File: src/rtl/key_source_if.sv
// key_source_if: ready/valid key handshake between the key source and a decrypt consumer
interface key_source_if #(parameter int KEY_WIDTH = 24);
  logic [KEY_WIDTH-1:0] secret_key;
  logic key_available, key_changed, key_ready, found;
  modport master (output secret_key, key_available, key_changed, input key_ready, found);
  modport slave (input secret_key, key_available, key_changed, output key_ready, found);
endinterface

File: src/rtl/key_source_fsm.sv
// key_source_fsm: debounced manual or partitioned sweep RC4 key source with match capture
module key_source_fsm #(
  parameter int KEY_WIDTH = 24,
  parameter int SW_WIDTH = 10,
  parameter int LED_WIDTH = 10,
  parameter int DEBOUNCE_CYCLES = 4,
  parameter longint unsigned KEY_START = 0,
  parameter longint unsigned KEY_STEP = 1,
  parameter longint unsigned KEY_END = (64'd1 << KEY_WIDTH) - 64'd1
) (
  input  logic                 CLOCK_50,
  input  logic                 reset,
  input  logic                 mode,
  input  logic [SW_WIDTH-1:0]  SW,
  key_source_if.master         ks,
  output logic [LED_WIDTH-1:0] LEDR,
  output logic                 key_found,
  output logic [KEY_WIDTH-1:0] found_key,
  output logic                 sweep_done
);
  localparam int CW = $clog2(DEBOUNCE_CYCLES + 1);
  localparam logic [CW-1:0] DB_W = CW'(DEBOUNCE_CYCLES);
  localparam logic [KEY_WIDTH-1:0] START_W = KEY_WIDTH'(KEY_START);
  localparam logic [KEY_WIDTH:0] STEP_W = (KEY_WIDTH + 1)'(KEY_STEP);
  localparam logic [KEY_WIDTH:0] END_W = (KEY_WIDTH + 1)'(KEY_END);
  typedef enum logic [2:0] {IDLE, UPDATE, OUTPUT, SETTLE, ADVANCE, DONE, FOUND} state_t;
  state_t state_q, state_d;
  logic [KEY_WIDTH-1:0] key_q, key_d, last_q, last_d, fkey_q, fkey_d;
  logic [SW_WIDTH-1:0] sample_q, sample_d;
  logic [CW-1:0] cnt_q, cnt_d;
  logic [LED_WIDTH-1:0] led_q, led_d;
  logic kfound_q, kfound_d, sdone_q, sdone_d, chg_q, chg_d, avail_q, avail_d, mode_prev_q;
  logic [KEY_WIDTH:0] next_w;
  logic sw_is_key;
  always_comb begin
    state_d = state_q;
    key_d = key_q;
    last_d = last_q;
    fkey_d = fkey_q;
    sample_d = sample_q;
    cnt_d = cnt_q;
    kfound_d = kfound_q;
    sdone_d = sdone_q;
    next_w = {1'b0, key_q} + STEP_W;
    sw_is_key = SW == key_q[SW_WIDTH-1:0];
    // a mode flip aborts everything and restarts from a cleared IDLE
    if (mode != mode_prev_q) begin
      state_d = IDLE;
      key_d = '0;
      last_d = '0;
      fkey_d = '0;
      sample_d = '0;
      cnt_d = '0;
      kfound_d = 1'b0;
      sdone_d = 1'b0;
    end else if (ks.found && state_q != IDLE && state_q != FOUND && (mode || state_q == OUTPUT)) begin
      state_d = FOUND;
      fkey_d = mode ? last_q : key_q;
      kfound_d = 1'b1;
    end else begin
      case (state_q)
        IDLE: begin
          state_d = UPDATE;
          key_d = mode ? START_W : KEY_WIDTH'(SW);
          fkey_d = '0;
          kfound_d = 1'b0;
          sdone_d = 1'b0;
          cnt_d = '0;
        end
        UPDATE: begin
          state_d = OUTPUT;
          cnt_d = '0;
        end
        OUTPUT: begin
          if (mode) begin
            if (ks.key_ready) begin
              last_d = key_q;
              state_d = ADVANCE;
            end
          end else if (sw_is_key) begin
            cnt_d = '0;
          end else if (DEBOUNCE_CYCLES <= 1) begin
            state_d = UPDATE;
            key_d = KEY_WIDTH'(SW);
            cnt_d = '0;
          end else begin
            state_d = SETTLE;
            sample_d = SW;
            cnt_d = CW'(1);
          end
        end
        SETTLE: begin
          if (sw_is_key) begin
            state_d = OUTPUT;
            cnt_d = '0;
          end else if (SW != sample_q) begin
            sample_d = SW;
            cnt_d = CW'(1);
          end else if (cnt_q + CW'(1) >= DB_W) begin
            state_d = UPDATE;
            key_d = KEY_WIDTH'(sample_q);
            cnt_d = '0;
          end else begin
            cnt_d = cnt_q + CW'(1);
          end
        end
        ADVANCE: begin
          if (next_w[KEY_WIDTH] || next_w > END_W) begin
            state_d = DONE;
            sdone_d = 1'b1;
          end else begin
            state_d = UPDATE;
            key_d = next_w[KEY_WIDTH-1:0];
          end
        end
        default: state_d = state_q;
      endcase
    end
    chg_d = state_d == UPDATE;
    avail_d = state_d == OUTPUT;
    led_d = state_d == FOUND ? fkey_d[LED_WIDTH-1:0] : state_d == DONE ? '1 : key_d[LED_WIDTH-1:0];
  end
  always_ff @(posedge CLOCK_50) begin
    if (reset) begin
      state_q <= IDLE;
      key_q <= '0;
      last_q <= '0;
      fkey_q <= '0;
      sample_q <= '0;
      cnt_q <= '0;
      led_q <= '0;
      kfound_q <= 1'b0;
      sdone_q <= 1'b0;
      chg_q <= 1'b0;
      avail_q <= 1'b0;
      mode_prev_q <= mode;
    end else begin
      state_q <= state_d;
      key_q <= key_d;
      last_q <= last_d;
      fkey_q <= fkey_d;
      sample_q <= sample_d;
      cnt_q <= cnt_d;
      led_q <= led_d;
      kfound_q <= kfound_d;
      sdone_q <= sdone_d;
      chg_q <= chg_d;
      avail_q <= avail_d;
      mode_prev_q <= mode;
    end
  end
  assign ks.secret_key = key_q;
  assign ks.key_available = avail_q;
  assign ks.key_changed = chg_q;
  assign LEDR = led_q;
  assign key_found = kfound_q;
  assign found_key = fkey_q;
  assign sweep_done = sdone_q;
endmodule

File: src/flat_wrapper.sv
// flat-port wrapper written by rule: the top's interface ports become plain ports
module key_source_fsm_flat 
#(
  parameter int KEY_WIDTH = 24,
  parameter int SW_WIDTH = 10,
  parameter int LED_WIDTH = 10,
  parameter int DEBOUNCE_CYCLES = 4,
  parameter longint unsigned KEY_START = 0,
  parameter longint unsigned KEY_STEP = 1,
  parameter longint unsigned KEY_END = (64'd1 << KEY_WIDTH) - 64'd1
)
  (CLOCK_50, reset, mode, SW, LEDR, key_found, found_key, sweep_done, ks_secret_key, ks_key_available, ks_key_changed, ks_key_ready, ks_found);
  key_source_if #(.KEY_WIDTH(KEY_WIDTH)) ks_i ();
  input  logic CLOCK_50;
  input  logic reset;
  input  logic mode;
  input  logic [SW_WIDTH-1:0] SW;
  output logic [LED_WIDTH-1:0] LEDR;
  output logic key_found;
  output logic [KEY_WIDTH-1:0] found_key;
  output logic sweep_done;
  output wire logic [$bits(ks_i.secret_key)-1:0] ks_secret_key;
  output wire logic [$bits(ks_i.key_available)-1:0] ks_key_available;
  output wire logic [$bits(ks_i.key_changed)-1:0] ks_key_changed;
  input wire logic [$bits(ks_i.key_ready)-1:0] ks_key_ready;
  input wire logic [$bits(ks_i.found)-1:0] ks_found;
  assign ks_secret_key = ks_i.secret_key;
  assign ks_key_available = ks_i.key_available;
  assign ks_key_changed = ks_i.key_changed;
  assign ks_i.key_ready = ks_key_ready;
  assign ks_i.found = ks_found;
  key_source_fsm #(.KEY_WIDTH(KEY_WIDTH), .SW_WIDTH(SW_WIDTH), .LED_WIDTH(LED_WIDTH), .DEBOUNCE_CYCLES(DEBOUNCE_CYCLES), .KEY_START(KEY_START), .KEY_STEP(KEY_STEP), .KEY_END(KEY_END)) u_core (.CLOCK_50(CLOCK_50), .reset(reset), .mode(mode), .SW(SW), .ks(ks_i), .LEDR(LEDR), .key_found(key_found), .found_key(found_key), .sweep_done(sweep_done));
endmodule
File: config.mk
export PLATFORM = sky130hd
export DESIGN_NAME = key_source_fsm_flat
export DESIGN_NICKNAME = d
export VERILOG_FILES = /design/src/rtl/key_source_if.sv /design/src/rtl/key_source_fsm.sv /design/src/flat_wrapper.sv
export SDC_FILE = /design/constraint.sdc
export NUM_CORES = 1
export LEC_CHECK = 0
export CAP_MARGIN = 20
export CORE_UTILIZATION = 49
export CTS_CLUSTER_SIZE = 20
export DETAILED_ROUTE_END_ITERATION = 8
export GPL_TIMING_DRIVEN = 0
export PLACE_DENSITY = 0.72
export SLEW_MARGIN = 15
export SYNTH_ARGS = -nofsm -noshare
export SYNTH_HDL_FRONTEND = slang
export SYNTH_SLANG_ARGS = --single-unit
File: constraint.sdc
create_clock -name CLOCK_50 -period 3.6 [get_ports CLOCK_50]
set_input_delay 0.72 -clock CLOCK_50 [delete_from_list [all_inputs] [get_ports CLOCK_50]]
set_output_delay 0.72 -clock CLOCK_50 [all_outputs]
set_load 0.03 [all_outputs]
==> results of run 1 <==
synthesized netlist by cell type, types with 11 or more instances:
| cell type | count |
|---|---|
| dfxtp_1 | 103 |
| nand2_1 | 98 |
| nor2_1 | 66 |
| a21oi_1 | 51 |
| mux2i_1 | 34 |
| clkbuf_1 | 27 |
| o21ai_0 | 27 |
| xnor2_1 | 23 |
| a211oi_1 | 19 |
| nand3_1 | 15 |
| a31oi_1 | 11 |
| clkbuf_8 | 11 |
| inv_1 | 11 |
registers in the layout, summed over array words and instances (netlist names), 3 cells and up:
| register | count |
|---|---|
| u_core.state_q | 3 |
| u_core.LEDR | 10 |
| u_core.ks.secret_key | 24 |
| u_core.sample_q | 10 |
| u_core.cnt_q | 3 |
| u_core.found_key | 24 |
| u_core.last_q | 24 |
metrics by stage:
step           hold WS [ns]  util [%]
2_1_floorplan        0.4360         -
3_3_place_gp         0.4410     58.34
3_5_place_dp         0.4476     58.39
4_1_cts              0.4570     61.32
5_1_grt              0.4730     61.91
6_report             0.4545     61.91
cell families after synthesis:
| family | share of synthesized area [%] |
|---|---|
| simple gates | 25.19 |
| buf+inv | 6.844 |
| flops | 36.04 |
| xor+xnor | 4.286 |
| compound gates | 21.04 |
| mux | 5.948 |
| fa+ha+maj | 0.6561 |
power by group through the flow:
stage | logic [mW] | clock network (mW) | registers [mW]
2_1_floorplan | 0.246 | 0 | 1.24
3_3_place_gp | 0.432 | 0 | 1.21
3_5_place_dp | 0.436 | 0 | 1.21
4_1_cts | 0.441 | 0.973 | 1.18
5_1_grt | 0.490 | 1.02 | 1.18
6_report | 0.458 | 0.964 | 1.18
final cells by class:
class                      instances  area, µm²  area share [%]
multi-input combinational        514       3357           47.49
sequential                       103       2063           29.19
timing repair buffer              80      790.8           11.19
buffer                            48      347.8           4.920
clock buffer                      10      239.0           3.381
tap                              143      178.9           2.531
clock inverter                     6      51.30          0.7257
inverter                          11      41.29          0.5841
worst paths after layout:
path / startpoint / endpoint
setup / recovery: SW[2] / u_core.LEDR[9]
hold / removal: u_core.last_q[19] / u_core.last_q[19]
setup reg to reg: u_core.ks.secret_key[0] / u_core.LEDR[5]
hold reg to reg: u_core.last_q[19] / u_core.last_q[19]
timing repair:
action	4_1_cts	5_1_grt
setup endpoints to repair	9	28
setup buffers	2	2
resized for setup	7	16
pin swaps	0	3
worst reg2reg max path, cell delays in order (launching register included):
cell	delay [ns]
dfxtp_2	0.37
clkbuf_8	0.20
inv_1	0.09
ha_1	0.33
nand4bb_1	0.19
or4_1	0.44
a221o_2	0.34
nor4_4	0.22
o2111ai_4	0.25
nand2_4	0.20
a21oi_1	0.08
o31a_1	0.33
a221oi_2	0.32
layer usage:
metal | vias up | GRT usage (%) | wire length [µm]
met4 | 0 | 13.62 | 466
li1 | 2639 | - | -
met1 | 2660 | 36.94 | 7416
met5 | - | 0 | 0
met2 | 229 | 52.32 | 8783
met3 | 33 | 3.998 | 933
==> summary.txt, run 1 <==
Outcome
  – Outcome: completed

Critical path
  – Setup CP Type: in2reg
  – Worst-path cell chain: clkdlybuf4s50_1, xnor2_1, nand2_1, or4_1, clkbuf_1, o311a_2, nor2_4, a21boi_0, a211oi_2, o22a_1, a221oi_1
  – Buf/Inv on CP: 2
  – Type of origin of the critical path: input port
  – CP Depth: 11
  – Worst Reg-to-Reg Cells: 12
  – Top delay family on crit path: compound AO/OA/AOI/OAI gates
  – Setup slack, reg-to-reg: 0.13 ns
  – Peak fanout along the critical path: 6
  – Critical path arrival: 3.70 ns
  – Biggest cell delay along the critical path: 0.56 ns
  – Slowest CP cell: clkdlybuf4s50_1
  – CP required: 3.79 ns
  – Setup crit end kind: register

Place
  – GPL Wtd Cong: 0.9173
  – Placed Instances: 896
  – HPWL after detailed placement: 13,100 µm
  – Placed Area: 0.006668 mm²
  – Dpl ws: -0.4380 ns
  – Port bufs: 76

Global route
  – GRT Residual Overflow: 0
  – Vias in the first global route: 5,277
  – Antenna violations before repair: 0
  – All-Layer GR Usage: 30.13%
  – First-pass GRT wire length: 27,450 µm
  – Pin count of the biggest net entering global routing: 19

Synth
  – Asr flop ratio synth: 0%
  – Number of synthesized flops with an enable pin: 0
  – Share of the synthesized area in the top cell type: 36.04%
  – Ys flop type: dfxtp_1
  – Syn Nets: 695
  – Syn Std Cell Area: 0.005722 mm²
  – Top cell type by total area after synthesis: dfxtp_1
  – YS warnings: 0
  – Synth Instances: 677
  – Synth Area per Inst: 8.452 µm²
  – Distinct cells, synth: 86
  – Share of the yosys chip area belonging to registers: 36.04%
  – Register bit count reported by yosys: 103
  – Ranking of synthesized cells by area: dfxtp_1 36%, nand2_1 6.4%, mux2i_1 5.9%, a21oi_1 4.5%, nor2_1 4.3%

Power and ir drop
  – Total power: 2.604 mW
  – Clock share of power: 37.0%
  – Sequential Power Share: 45.4%
  – Share of power burned in combinational logic: 17.6%
  – P_sw: 769.5 µW
  – Worst VDD drop: 0.2731 mV
  – Cell Pwr Density: 368.4 mW/mm²
  – Pint: 1.835 mW
  – Leak pwr: 2.528 nW
  – Net switching fraction of the power: 29.55%

STA
  – Final Max Slew Viols: 0
  – Slew HR: 35.17%
  – Worst-Margin Slew: 0.9644 ns
  – Setup violations, final: 0
  – Sum Neg Setup Slack: 0 ns
  – Hold Vio Cnt, Final: 0
  – Period utilization: 97.50%
  – RSZ-0062 raised after global routing: no
  – Minimum clock period: 3.510 ns
  – Fmax: 0.2849 GHz
  – Final Skew: 0.006794 ns
  – Worst setup margin: 0.08996 ns

Cells and area
  – Count of non-filler cells in the finished layout: 915
  – P&R area growth vs syn: 23.55%
  – Most frequent cells in the layout: 102 x dfxtp_1, 96 x nand2_1, 76 x clkdlybuf4s50_1
  – Fraction of layout cells with a size suffix above 1: 12.56%
  – Post-route cell area: 0.007069 mm²
  – # diodes: 0
  – Fillers: 1,027
  – Final #Nets: 785
  – Commonest non-fill, non-tap cell in the layout: dfxtp_1

Flow run
  – Max Cap Viol: 0

Floorplanning
  – Die height: 110.1 µm
  – Initial Util: 50.11%
  – Die ar.: 0.01211 mm²
  – Number of placed I/O pins: 77
  – Row count: 39
  – Die Wd: 110.1 µm
  – Core ar.: 0.01142 mm²

Clock tree
  – CTS Buf Count: 9
  – H-Tree Depth: 3
  – CTS clock-pin slew for the worst setup and hold paths: 0.07 ns
  – Hold_buf cts: 0
  – Later-pin clock latency in the skew report: 0.36 ns
  – CTS Buffer Depth: 2
  – Clock root buffer: clkbuf_16
  – Clock sinks: 103
  – CTS tree: yes

Routing
  – Post-DRT Antenna Nets: 0
  – Wire per inst: 19.23 µm
  – Residual DRC: 0
  – Via/cell ratio: 6.078
  – DRT iter0 DRCs: 334
  – 1st-pass router iterations: 5
  – Total wire length: 17,600 µm
  – Via Count: 5,561

Hold path
  – WHS Path Cells: 2
  – Worst hold path class: reg2reg
No activity file was read; power rests on OpenSTA's default activity.
==> run 2: changes to the inputs <==
--- a/config.mk
+++ b/config.mk
@@ -6,6 +6,7 @@
 export NUM_CORES = 1
 export LEC_CHECK = 0
 export CAP_MARGIN = 20
+export CORE_MARGIN = 5
 export CORE_UTILIZATION = 49
 export CTS_CLUSTER_SIZE = 20
 export DETAILED_ROUTE_END_ITERATION = 8
==> summary.txt, run 2 (same netlist as run 1, synthesis figures left out) <==
Outcome
  – Outcome: completed (unchanged)

Place
  – HPWL after detailed placement: 13,110 µm (was 13,100 µm)
  – GPL Wtd Cong: 0.9472 (was 0.9173)
  – Dpl ws: -0.3680 ns (was -0.4380 ns)
  – Placed Area: 0.006668 mm² (unchanged)
  – Port bufs: 76 (unchanged)

Global route
  – Pin count of the biggest net entering global routing: 20 (was 19)
  – GRT Residual Overflow: 0 (unchanged)
  – Antenna violations before repair: 0 (unchanged)
  – First-pass GRT wire length: 27,780 µm (was 27,450 µm)
  – Vias in the first global route: 5,123 (was 5,277)
  – All-Layer GR Usage: 24.54% (was 30.13%)

Hold path
  – HP Start: u_core.last_q[20] (was u_core.last_q[19])
  – Worst hold path class: reg2reg (unchanged)
  – WHS Path Cells: 2 (unchanged)
  – Hold EP: u_core.last_q[20] (was u_core.last_q[19])

Critical path
  – CP required: 3.81 ns (was 3.79 ns)
  – Setup CP Type: in2reg (unchanged)
  – Setup crit end kind: register (unchanged)
  – Critical path arrival: 3.71 ns (was 3.70 ns)
  – Type of origin of the critical path: input port (unchanged)
  – Setup slack, reg-to-reg: 0.16 ns (was 0.13 ns)
  – RR Endpoint: u_core.ks.secret_key[12] (was u_core.LEDR[5])
  – Critical R2R Launch: u_core.ks.secret_key[1] (was u_core.ks.secret_key[0])
  – Worst Reg-to-Reg Cells: 10 (was 12)
  – Peak fanout along the critical path: 6 (unchanged)

Floorplanning
  – Die ar.: 0.01394 mm² (was 0.01211 mm²)
  – Core ar.: 0.01142 mm² (unchanged)
  – Die height: 118.1 µm (was 110.1 µm)
  – Initial Util: 50.11% (unchanged)
  – Number of placed I/O pins: 77 (unchanged)
  – Row count: 39 (unchanged)
  – Die Wd: 118.1 µm (was 110.1 µm)

Clock tree
  – CTS Buffer Depth: 2 (unchanged)
  – Clock sinks: 103 (unchanged)
  – H-Tree Depth: 3 (unchanged)
  – CTS clock-pin slew for the worst setup and hold paths: 0.07 ns (about the same)
  – CTS tree: yes (unchanged)
  – Later-pin clock latency in the skew report: 0.37 ns (was 0.36 ns)
  – Clock root buffer: clkbuf_16 (unchanged)
  – CTS Buf Count: 9 (unchanged)

Routing
  – 1st-pass router iterations: 5 (unchanged)
  – Total wire length: 17,550 µm (was 17,600 µm)
  – DRT iter0 DRCs: 448 (was 334)
  – Post-DRT Antenna Nets: 0 (unchanged)
  – Via Count: 5,472 (was 5,561)
  – Wire per inst: 19.18 µm (was 19.23 µm)
  – Residual DRC: 0 (unchanged)
  – Via/cell ratio: 5.980 (was 6.078)

Cells and area
  – Fraction of layout cells with a size suffix above 1: 12.18% (was 12.56%)
  – Final #Nets: 785 (unchanged)
  – Post-route cell area: 0.007099 mm² (was 0.007069 mm²)
  – Commonest non-fill, non-tap cell in the layout: dfxtp_1 (unchanged)
  – # diodes: 0 (unchanged)
  – P&R area growth vs syn: 24.08% (was 23.55%)
  – Most frequent cells in the layout: 102 x dfxtp_1, 97 x nand2_1, 76 x clkdlybuf4s50_1 (was 102 x dfxtp_1, 96 x nand2_1, 76 x clkdlybuf4s50_1)

STA
  – Final Max Slew Viols: 0 (unchanged)
  – Sum Neg Setup Slack: 0 ns (unchanged)
  – Setup violations, final: 0 (unchanged)
  – Slew HR: 34.89% (was 35.17%)
  – Worst setup margin: 0.09459 ns (was 0.08996 ns)
  – Final Skew: 0.004161 ns (was 0.006794 ns)
  – Hold Vio Cnt, Final: 0 (unchanged)
  – Worst-Margin Slew: 0.9685 ns (was 0.9644 ns)
  – Fmax: 0.2853 GHz (was 0.2849 GHz)
  – Period utilization: 97.37% (was 97.50%)
  – Minimum clock period: 3.505 ns (was 3.510 ns)

Power and ir drop
  – Leak pwr: 2.523 nW (was 2.528 nW)
  – Cell Pwr Density: 387.2 mW/mm² (was 368.4 mW/mm²)
  – Worst VDD drop: 0.3134 mV (was 0.2731 mV)
  – Total power: 2.749 mW (was 2.604 mW)

Flow run
  – Max Cap Viol: 0 (unchanged)
-- run 2: how the worst max path moves through the flow --
stage / startpoint / endpoint / slack [ns] / cells after the start
floorplan: u_core.ks.secret_key[0] / u_core.ks.secret_key[17] / 0.25 / 13
global route: mode / u_core.LEDR[2] / -0.04 / 10
CTS: SW[0] / u_core.LEDR[8] / 0.03 / 10
finish: SW[0] / u_core.LEDR[3] / 0.09 / 9
detailed placement: SW[0] / u_core.LEDR[4] / -0.37 / 10
global placement: SW[0] / u_core.LEDR[4] / -0.38 / 10
-- run 2: critical path, cell delays in order --
cell and delay (ns):
clkdlybuf4s50_1 0.58, xnor2_1 0.15, nand2_1 0.08, or4_1 0.52, clkbuf_1 0.18, o311a_2 0.46
or3_1 0.39, a311oi_1 0.47, a221oi_1 0.17
-- run 2: per-stage QoR --
step	hold slack, ns	util [%]	std cells
floorplan	0.4360	-	677
global placement	0.4413	58.34	896
detailed placement	0.4463	58.39	896
CTS	0.4565	61.44	912
global route	0.4787	62.17	915
finish	0.4554	62.17	915
-- run 2: what timing repair did --
action | 4_1_cts | 5_1_grt
setup buffers | 0 | 3
hold endpoints to repair | 0 | 0
pin swaps | 0 | 3
setup endpoints to repair | 4 | 27
gates cloned | 0 | 0
hold buffers | 0 | 0
gates resized for setup | 4 | 15
-- run 2: area by class of cell --
cell class | count | area (µm²)
well taps | 143 | 178.9
repair buffers | 79 | 780.7
inverters | 11 | 41.29
multi-input cells | 514 | 3348
plain buffers | 49 | 350.3
clock buffers | 9 | 225.2
clock inverters | 7 | 111.4
fillers | 999 | 4319
flip-flops and latches | 103 | 2063
-- run 2: per-layer routing --
layer / track usage (%) / wire (µm)
met2: 39.49 / 8272
met3: 5.622 / 969
met5: 0 / 0
met4: 10.82 / 646
met1: 31.24 / 7660
-- run 2: where the power goes --
group,leakage (nW),internal (mW),total (mW),switching [mW]
Sequential,0.833,1.16,1.18,0.0183
Combinational,1.53,0.173,0.460,0.287
Clock,0.164,0.625,1.11,0.482
==> run 3: changes to the inputs <==
--- a/config.mk
+++ b/config.mk
@@ -7,11 +7,10 @@
 export LEC_CHECK = 0
 export CAP_MARGIN = 20
 export CORE_MARGIN = 5
-export CORE_UTILIZATION = 49
+export CORE_UTILIZATION = 40
 export CTS_CLUSTER_SIZE = 20
 export DETAILED_ROUTE_END_ITERATION = 8
 export GPL_TIMING_DRIVEN = 0
-export PLACE_DENSITY = 0.72
 export SLEW_MARGIN = 15
 export SYNTH_ARGS = -nofsm -noshare
 export SYNTH_HDL_FRONTEND = slang
==> summary.txt, run 3 (same netlist as run 1, synthesis figures left out) <==
Outcome
  – Outcome: completed (unchanged)

Global route
  – All-Layer GR Usage: 21.52% (was 24.54%)
  – Antenna violations before repair: 0 (unchanged)
  – GRT Residual Overflow: 0 (unchanged)
  – Pin count of the biggest net entering global routing: 18 (was 20)
  – First-pass GRT wire length: 28,300 µm (was 27,780 µm)
  – Vias in the first global route: 5,281 (was 5,123)

Cells and area
  – # diodes: 0 (unchanged)
  – Post-route cell area: 0.007203 mm² (was 0.007099 mm²)
  – Commonest non-fill, non-tap cell in the layout: dfxtp_1 (unchanged)
  – P&R area growth vs syn: 25.89% (was 24.08%)
  – Most frequent cells in the layout: 102 x dfxtp_1, 97 x nand2_1, 76 x clkdlybuf4s50_1 (unchanged)
  – Fraction of layout cells with a size suffix above 1: 13.48% (was 12.18%)
  – Fillers: 1,383 (was 999)
  – Final #Nets: 792 (was 785)

Critical path
  – Top delay family on crit path: compound AO/OA/AOI/OAI gates (unchanged)
  – Worst Setup SP: SW[9] (was SW[0])
  – CP required: 3.84 ns (was 3.81 ns)
  – Setup slack, reg-to-reg: 0.19 ns (was 0.16 ns)
  – Critical R2R Launch: u_core.ks.secret_key[1] (unchanged)
  – RR Endpoint: u_core.LEDR[5] (was u_core.ks.secret_key[12])
  – Slowest CP cell: clkdlybuf4s50_1 (unchanged)
  – Worst-path cell chain: clkdlybuf4s50_1, xnor2_1, nand2_1, or4_1, clkbuf_1, o311ai_0, nand2_1, buf_4, o211a_1, o31a_1, o22a_1 (was clkdlybuf4s50_1, xnor2_1, nand2_1, or4_1, clkbuf_1, o311a_2, or3_1, a311oi_1, a221oi_1)
  – Buf/Inv on CP: 3 (was 2)
  – Peak fanout along the critical path: 7 (was 6)
  – Type of origin of the critical path: input port (unchanged)
  – Worst Reg-to-Reg Cells: 10 (unchanged)
  – Biggest cell delay along the critical path: 0.56 ns (was 0.58 ns)
  – CP most frequent cell: nand2_1
  – Setup CP Type: in2reg (unchanged)
  – Critical path capture point: u_core.LEDR[1] (was u_core.LEDR[3])
  – Setup crit end kind: register (unchanged)
  – CP Depth: 11 (was 9)
  – Critical path arrival: 3.72 ns (was 3.71 ns)

Clock tree
  – Later-pin clock latency in the skew report: 0.36 ns (was 0.37 ns)
  – Hold_buf cts: 0 (unchanged)
  – Clock sinks: 103 (unchanged)
  – Clock root buffer: clkbuf_16 (unchanged)
  – CTS tree: yes (unchanged)
  – H-Tree Depth: 3 (unchanged)
  – CTS clock-pin slew for the worst setup and hold paths: 0.07 ns (about the same)
  – CTS Buffer Depth: 2 (unchanged)
  – CTS Buf Count: 9 (unchanged)

Routing
  – Total wire length: 18,020 µm (was 17,550 µm)
  – Via Count: 5,447 (was 5,472)
  – Via/cell ratio: 5.680 (was 5.980)
  – Post-DRT Antenna Nets: 0 (unchanged)
  – 1st-pass router iterations: 5 (unchanged)
  – Wire per inst: 18.79 µm (was 19.18 µm)
  – Residual DRC: 0 (unchanged)
  – DRT iter0 DRCs: 378 (was 448)

Place
  – GPL Wtd Cong: 0.9120 (was 0.9472)
  – Placed Area: 0.006719 mm² (was 0.006668 mm²)
  – Dpl ws: -0.4198 ns (was -0.3680 ns)
  – Port bufs: 76 (unchanged)
  – HPWL after detailed placement: 13,620 µm (was 13,110 µm)

STA
  – Sum Neg Setup Slack: 0 ns (unchanged)
  – Final Max Slew Viols: 0 (unchanged)
  – Setup violations, final: 0 (unchanged)
  – Hold_ws: 0.4559 ns (was 0.4554 ns)
  – Final Skew: 0.01356 ns (was 0.004161 ns)
  – Minimum clock period: 3.488 ns (was 3.505 ns)
  – Period utilization: 96.90% (was 97.37%)
  – Worst-Margin Slew: 1.095 ns (was 0.9685 ns)
  – Worst setup margin: 0.1117 ns (was 0.09459 ns)
  – Slew HR: 26.76% (was 34.89%)
  – Hold Vio Cnt, Final: 0 (unchanged)
  – RSZ-0062 raised after global routing: yes
  – Fmax: 0.2867 GHz (was 0.2853 GHz)

Floorplanning
  – Row count: 43 (was 39)
  – Core ar.: 0.01393 mm² (was 0.01142 mm²)
  – Initial Util: 41.06% (was 50.11%)
  – Die ar.: 0.01680 mm² (was 0.01394 mm²)
  – Die Wd: 129.6 µm (was 118.1 µm)
  – Die height: 129.6 µm (was 118.1 µm)
  – Number of placed I/O pins: 77 (unchanged)

Power and ir drop
  – Worst VDD drop: 0.2557 mV (was 0.3134 mV)
  – Leak pwr: 2.559 nW (was 2.523 nW)
  – Cell Pwr Density: 372.1 mW/mm² (was 387.2 mW/mm²)
  – Total power: 2.680 mW (was 2.749 mW)

Hold path
  – Worst hold path class: reg2reg (unchanged)
  – WHS Path Cells: 2 (unchanged)

Flow run
  – Max Cap Viol: 0 (unchanged)
run 3: changes by cell type in the layout (fill, tap and decap cells not counted), moves of 2 or more:
cell	delta
a221oi_1	-2
a221oi_2	+2
buf_4	+7
clkbuf_1	-2
clkbuf_2	+2
clkinv_2	+2
inv_6	-2
run 3: tightest hold or removal path, delay by kind of cell, from the launching register on:
kind             cells  cell delay [ns]
flip-flops           1             0.31
AND/OR/NAND/NOR      1             0.05
AO/OA/AOI/OAI        1             0.05
run 3: area by class of cell:
type | count | area (µm²) | share of cell area, %
plain buffers | 49 | 354.1 | 4.916
clock buffers | 10 | 239.0 | 3.318
clock inverters | 6 | 66.31 | 0.9206
inverters | 11 | 41.29 | 0.5732
multi-input cells | 514 | 3378 | 46.90
flip-flops and latches | 103 | 2066 | 28.68
well taps | 180 | 225.2 | 3.127
repair buffers | 86 | 833.3 | 11.57
run 3: power breakdown:
part	switching (mW)	internal [mW]	leakage, nW	total, mW
Combinational	0.293	0.180	1.57	0.473
Sequential	0.0172	1.16	0.833	1.18
Clock	0.464	0.563	0.153	1.03
run 3: metrics by stage:
stage | utilization [%] | instances
final | 51.69 | 959
after global routing | 51.69 | 959
after CTS | 50.55 | 950
after detailed placement | 48.22 | 934
after global placement | 48.14 | 933
after floorplan | - | 677
run 3: what timing repair did:
action,CTS,global route
resized for setup,5,21
setup endpoints to repair,10,28
buffers inserted,0,9
pin swaps,0,5
run 3: worst min-delay path by stage:
| stage | slack [ns] | end | from |
|---|---|---|---|
| after global placement | 0.44 | u_core.last_q[1] | u_core.last_q[1] |
| after floorplan | 0.44 | u_core.last_q[0] | u_core.last_q[0] |
| after CTS | 0.46 | u_core.last_q[19] | u_core.last_q[19] |
| after detailed placement | 0.45 | u_core.last_q[19] | u_core.last_q[19] |
| after global routing | 0.47 | u_core.last_q[18] | u_core.last_q[18] |
| final | 0.46 | u_core.last_q[19] | u_core.last_q[19] |
run 3: routing by layer:
metal / wire length [µm] / track usage, %
met1: 7853 / 26.67
met2: 8625 / 36.76
met3: 1022 / 5.070
met4: 516 / 7.274
met5: 0 / 0
